File: config.mk
export PLATFORM = sky130hd
export DESIGN_NAME = btn_matrix_scanner
export DESIGN_NICKNAME = d
export VERILOG_FILES = /design/src/rtl/btn_matrix_scanner.sv
export SDC_FILE = /design/constraint.sdc
export NUM_CORES = 1
export LEC_CHECK = 0
export CAP_MARGIN = 25
export CORE_AREA = 2 2 85 87
export CTS_CLUSTER_SIZE = 12
export DETAILED_ROUTE_END_ITERATION = 8
export DIE_AREA = 0 0 87 89
export GPL_TIMING_DRIVEN = 0
export PLACE_DENSITY = 0.72
export SYNTH_ARGS = -nofsm -noshare
export SYNTH_HDL_FRONTEND = slang
export SYNTH_SLANG_ARGS = --single-unit
export TNS_END_PERCENT = 30
File: constraint.sdc
create_clock -name clk -period 2.15 [get_ports clk]
set_input_delay 0.43 -clock clk [delete_from_list [all_inputs] [get_ports clk]]
set_output_delay 0.43 -clock clk [all_outputs]
set_load 0.03 [all_outputs]
File: src/rtl/btn_matrix_scanner.sv
// 5x5 button matrix scanner: walks one active-low row at a time and publishes a raw pressed-key map per frame.
// Optional macro GHOST_REJECT_EN withholds frames whose key pattern forms an ambiguous rectangle.
module btn_matrix_scanner #(
  parameter int ROW_CYCLES = 200000
) (
  input  logic        clk,
  input  logic        RSTN,
  output logic [4:0]  btn_x,
  input  logic [4:0]  btn_y,
  output logic [24:0] btn_result,
  output logic        frame_done,
  output logic        ghost
);

  localparam int CW = (ROW_CYCLES > 1) ? $clog2(ROW_CYCLES) : 1;
  localparam logic [CW-1:0] LAST = CW'(ROW_CYCLES - 1);

  logic [4:0]    sync1_reg;
  logic [4:0]    sync2_reg;
  logic [CW-1:0] cnt_reg;
  logic [2:0]    row_reg;
  logic [4:0]    shadow_reg [4];
  logic          slot_end;
  logic          commit;
  logic [24:0]   frame;

  assign slot_end = (cnt_reg == LAST);
  assign commit   = slot_end && (row_reg == 3'd4);
  // Row 4 is taken straight from the synchronizer so the whole frame lands on one edge.
  assign frame    = {~sync2_reg, shadow_reg[3], shadow_reg[2], shadow_reg[1], shadow_reg[0]};

  always_ff @(posedge clk or negedge RSTN) begin
    if (!RSTN) begin
      sync1_reg <= 5'b11111;
      sync2_reg <= 5'b11111;
      cnt_reg   <= '0;
      row_reg   <= 3'd0;
      btn_x     <= 5'b11110;
    end else begin
      sync1_reg <= btn_y;
      sync2_reg <= sync1_reg;
      if (slot_end) begin
        cnt_reg <= '0;
        row_reg <= (row_reg == 3'd4) ? 3'd0 : row_reg + 3'd1;
        btn_x   <= {btn_x[3:0], btn_x[4]};
      end else begin
        cnt_reg <= cnt_reg + 1'b1;
      end
    end
  end

  generate
    for (genvar gi = 0; gi < 4; gi++) begin : g_shadow
      always_ff @(posedge clk or negedge RSTN) begin
        if (!RSTN) begin
          shadow_reg[gi] <= 5'b00000;
        end else if (slot_end && (row_reg == 3'(gi))) begin
          shadow_reg[gi] <= ~sync2_reg;
        end
      end
    end
  endgenerate

`ifdef GHOST_REJECT_EN
  logic ghosted;

  // Two rows sharing two pressed columns make a rectangle whose fourth corner is indistinguishable.
  always_comb begin
    logic [4:0] common;
    ghosted = 1'b0;
    common  = 5'b00000;
    for (int r1 = 0; r1 < 4; r1++) begin
      for (int r2 = r1 + 1; r2 < 5; r2++) begin
        common = frame[r1*5 +: 5] & frame[r2*5 +: 5];
        if ($countones(common) >= 2) ghosted = 1'b1;
      end
    end
  end

  always_ff @(posedge clk or negedge RSTN) begin
    if (!RSTN) begin
      btn_result <= '0;
      frame_done <= 1'b0;
      ghost      <= 1'b0;
    end else begin
      frame_done <= commit;
      if (commit) begin
        if (ghosted) begin
          ghost <= 1'b1;
        end else begin
          ghost      <= 1'b0;
          btn_result <= frame;
        end
      end
    end
  end
`else
  assign ghost = 1'b0;

  always_ff @(posedge clk or negedge RSTN) begin
    if (!RSTN) begin
      btn_result <= '0;
      frame_done <= 1'b0;
    end else begin
      frame_done <= commit;
      if (commit) btn_result <= frame;
    end
  end
`endif

endmodule

; ---- Yosys cells after proc, flatten, opt, wreduce, memory -nomap -nowiden
; Cells that the tools add are included.
[op_classes]
eq_ne = 5
bitwise_logic = 1
n_reduce_logical = 6
mux = 2
addsub = 2
[ops]
columns = operator, count
row1 = $add 18x1->18 const B, 1
row2 = $eq 18x18->1 const B, 1
row3 = $mux 18, 1
row4 = $eq 3x2->1 const B, 2
row5 = $logic_and 1x1->1, 5
row6 = $not 5->5, 1
row7 = $add 3x1->3 const B, 1
row8 = $eq 3x1->1 const B, 1
row9 = $eq 3x3->1 const B, 1
row10 = $logic_not 3->1, 1
row11 = $mux 3, 1
[word_totals]
word_cells = 27
ff_bits = 82

; ---- Longest topological paths before layout
[depth]
ltp_word = 2
mapped_depth = 7
depth_no_buf = 5

; ---- Worst setup path before layout
; OpenSTA, ideal clock, no wires.
[synth_path]
path_type = reg-to-reg
from = reg cnt_reg[0]
to = reg btn_result[15]
arrival_time_ns = 2.061
synth_period_minus_slack_ns = 2.188
slack_ns = -0.038
stages_incl_launch_ff = 8
path_cell_list = dfrtp_1 > ha_1 > nand3_2 > or3_1 > buf_2 > nor3_4 > buf_6 > mux2_1
[synth_between]
elab_chain_len = 2
[synth_rtl]
columns = element, line_no
row1 = start: declaration, 20  ; logic [CW-1:0] cnt_reg;
row2 = start signal: assignment, 47  ; cnt_reg <= cnt_reg + 1'b1;
row3 = $eq 18x18->1, 27  ; assign slot_end = (cnt_reg == LAST);
row4 = $logic_and 1x1->1, 28  ; assign commit = slot_end && (row_reg == 3'd4);
row5 = end signal: assignment, 106  ; if (commit) btn_result <= frame;
row6 = end: declaration, 10  ; output logic [24:0] btn_result,
; Every way passes these cells.
; A chain may end at the register's enable or synchronous reset.

; ---- Worst setup path in the final report
[layout_path]
from = reg cnt_reg[13]
to = reg shadow_reg (netlist bit frame[3])
[layout_between]
elab_chain_len = 2
[layout_rtl]
columns = element, line_no
row1 = $eq 18x18->1, 27
row2 = $logic_and 1x1->1, 57  ; end else if (slot_end && (row_reg == 3'(gi))) begin
row3 = end signal: indexed assignment, 58  ; shadow_reg[gi] <= ~sync2_reg;
row4 = end: declaration, 22  ; logic [4:0] shadow_reg [4];
; Every way passes these cells.

==> flow_metrics.env <==
export IMPL_status="complete, no violations"
export IMPL_root_buffer="clkbuf_8"
export IMPL_clk_latency_ps=340
export IMPL_min_path_type="reg2reg"
export IMPL_dpl_hpwl_um=3790
export IMPL_maxSlewViolCount=0
export IMPL_htreeDepth=3
export IMPL_placementRows=30
export IMPL_die_x_um=87
export IMPL_synthesis_area_mm2=0.00329
export IMPL_cts_sinks=82
export IMPL_ant_nets=0
export IMPL_drive_gt1_share_pct=22.3
export IMPL_cts_path_max_buffers=2
export IMPL_fmax_mhz=501
export IMPL_end_kind="flop"
export IMPL_synth_ff_type="dfrtp_1"
export IMPL_slew_headroom_pct=66.5
export IMPL_timing_rr_start="cnt_reg[13]$_DFF_PN0_"
export IMPL_synth_cell_type_count=35
export IMPL_avgRoutedWirePerCell_um=14.9
export IMPL_synth_edf_count=0
export IMPL_cp_max_fo=8
export IMPL_synth_common_cells="dfrtp_1, inv_1, mux2i_1"
export IMPL_setup_violations=0
export IMPL_grt_use_total_pct=16.6
export IMPL_hold_ws_ps=358
export IMPL_startpoint_type="flop"
export IMPL_rsz0062_at_grt="true"
export IMPL_vias=2075
export IMPL_finalNetCount=327
export IMPL_synth_seq_area_share_pct=62.8
export IMPL_path_cells="nor4b_4 > and2_1 > clkbuf_1 > nand4_1 > mux2i_1"
export IMPL_powerDensity_mw_per_mm2=637
export IMPL_synth_most_common_cell="dfrtp_1"
export IMPL_async_flop_share_pct=100
export IMPL_post_route_min_period_ps=2000
export IMPL_grt_overflow=0
export IMPL_synthTopCellsByArea="dfrtp_1, dfstp_2, mux2i_1"
export IMPL_fin_skew_ps=11.6
export IMPL_drc=0
export IMPL_synth_avg_cell_area_um2=13.2
export IMPL_area_growth_pct=27.0
export IMPL_io_pin_count=39
export IMPL_min_to="sync2_reg[2]$_DFF_PN1_"
export IMPL_worst_path_buf_inv=1
export IMPL_grt_pass1_wl_um=9940
export IMPL_ys_ff_latch=82
export IMPL_crit_type="reg2reg"
export IMPL_crit_arrival_ps=2250
export IMPL_drv_cap=0
export IMPL_ys_warn_count=0
export IMPL_vdd_ir_drop_max_mv=0.553
export IMPL_hold_violations=0
export IMPL_fill_cells=545
export IMPL_antenna_cells=0
export IMPL_antenna_found_initial=0
export IMPL_synth_cells=249
export IMPL_crit_family="simple AND/OR/NAND/NOR gates"
export IMPL_total_power_mw=2.66
export IMPL_hold_start="sync1_reg[2]$_DFF_PN1_"
export IMPL_dieHeight_um=89
export IMPL_routed_via_density=5.20
export IMPL_fin_area_mm2=0.00418
export IMPL_timing_rr_end="frame[3]$_DFFE_PN0P_"
export IMPL_dr_pass1_iters=4
export IMPL_p_leak_nw=1.97
export IMPL_slowest_stage="dfrtp_1"
export IMPL_placed_cell_area_mm2=0.00379
export IMPL_grt_pass1_vias=2066
export IMPL_synth_top_area_share_pct=51.7
export IMPL_start_util_pct=49.0
export IMPL_wl_um=5950
export IMPL_drt_iter0_markers=177
export IMPL_final_period_utilization_pct=92.9
export IMPL_port_buffers=37
export IMPL_cts_buffers=9
export IMPL_syn_nets=262
export IMPL_r2r_cells=5
export IMPL_crit_required_ps=2400
export IMPL_tightest_slew_ps=500
export IMPL_yosys_area_top_type="dfrtp_1"
export IMPL_slowest_delay_ps=470
export IMPL_largest_reg_flops=25
export IMPL_gp_congestion=0.803
export IMPL_clk_pin_slew_ps=80
export IMPL_hold_depth=0
export IMPL_cts_tree="done"
export IMPL_fp_dieArea_mm2=0.00774
export IMPL_core_area_mm2=0.00672
export IMPL_reg2reg_slack_ps=150
export IMPL_grt_max_degree=74
## layout by cell type (no fill, tap or decap), types with 2 or more instances in the layout
master            n
nand2_1           6
xnor2_1           9
nand3_1           7
nand4b_1          2
mux2_1           15
clkdlybuf4s50_1  36
ha_1              5
a31oi_1           2
nor2_1           12
a21oi_1           2
o21ai_0          11
xor2_1            6
clkbuf_8         10
dfstp_2          14
mux2_2           10
inv_1            22
nor4b_4           2
buf_4            14
nand4_1          10
and4_1            3
buf_6             6
mux2i_1          20
nor3_1            3
dfrtp_1          68
clkinvlp_4        4
## power breakdown
part,internal (mW),switching [mW],leakage [nW],total (mW)
clock,0.463,0.580,0.0831,1.04
combinational,0.0176,0.0330,0.806,0.0506
sequential,1.56,0.0105,1.08,1.57
total,2.04,0.623,1.97,2.66
## how the worst max path moves through the flow
stage                     slack [ps]                  start  cells past startpoint                    endpoint
after floorplan                   10   cnt_reg[0]$_DFF_PN0_                      7  btn_result[15]$_DFFE_PN0P_
after global placement         -2180                   RSTN                      1  btn_result[11]$_DFFE_PN0P_
after detailed placement        -260   cnt_reg[0]$_DFF_PN0_                      7   btn_result[6]$_DFFE_PN0P_
after CTS                         -3   cnt_reg[1]$_DFF_PN0_                      8   btn_result[7]$_DFFE_PN0P_
after global routing             -40  cnt_reg[13]$_DFF_PN0_                      5        frame[3]$_DFFE_PN0P_
final                            150  cnt_reg[13]$_DFF_PN0_                      5        frame[3]$_DFFE_PN0P_
## cell type report
cell class / instances / area (µm²) / area share (%)
tap: 80 / 100 / 2.39
sequential: 82 / 2070 / 49.5
buffer: 6 / 50.0 / 1.20
multi-input combinational: 138 / 1160 / 27.7
timing repair buffer: 54 / 529 / 12.7
clock buffer: 10 / 138 / 3.29
clock inverter: 6 / 50.0 / 1.20
inverter: 23 / 86.3 / 2.06
## metrics by stage
stage	TNS, ps	std cells	util (%)	setup WS, ps
finish	0	399	62.3	153
global route	-158	399	62.3	-44.5
CTS	-4.08	392	61.1	-3.23
detailed placement	-8760	367	56.4	-263
global placement	-173640	366	56.0	-2180
floorplan	0	249	-	10.2
## per-layer routing
| layer | GRT usage [%] | share of wire (%) | wire length [µm] | up-vias |
|---|---|---|---|---|
| li1 | - | - | - | 988 |
| met1 | 23.6 | 49 | 2920 | 1048 |
| met2 | 25.3 | 48 | 2830 | 35 |
| met3 | 2.86 | 2.3 | 139 | 4 |
| met4 | 7.10 | 0.97 | 58 | 0 |
| met5 | 0 | 0 | 0 | - |
## cells by family after synthesis
| family | synth area share (%) |
|---|---|
| flip-flops | 62.8 |
| AND/OR/NAND/NOR | 9.61 |
| multiplexers | 14.6 |
| buffers and inverters | 3.95 |
| AO/OA/AOI/OAI | 2.62 |
| XOR/XNOR | 3.99 |
| adder cells (fa/ha/maj) | 2.28 |
| other | 0.114 |
## timing repair
action                                  4_1_cts  5_1_grt
cloned                                        1        0
endpoints found under the setup margin       55       36
pin swaps                                     3        4
buffers inserted                              7        7
endpoints found under the hold margin         9        0
hold buffers                                  1        0
gates resized for setup                      12        4
Power figures use the tool's default switching activity.
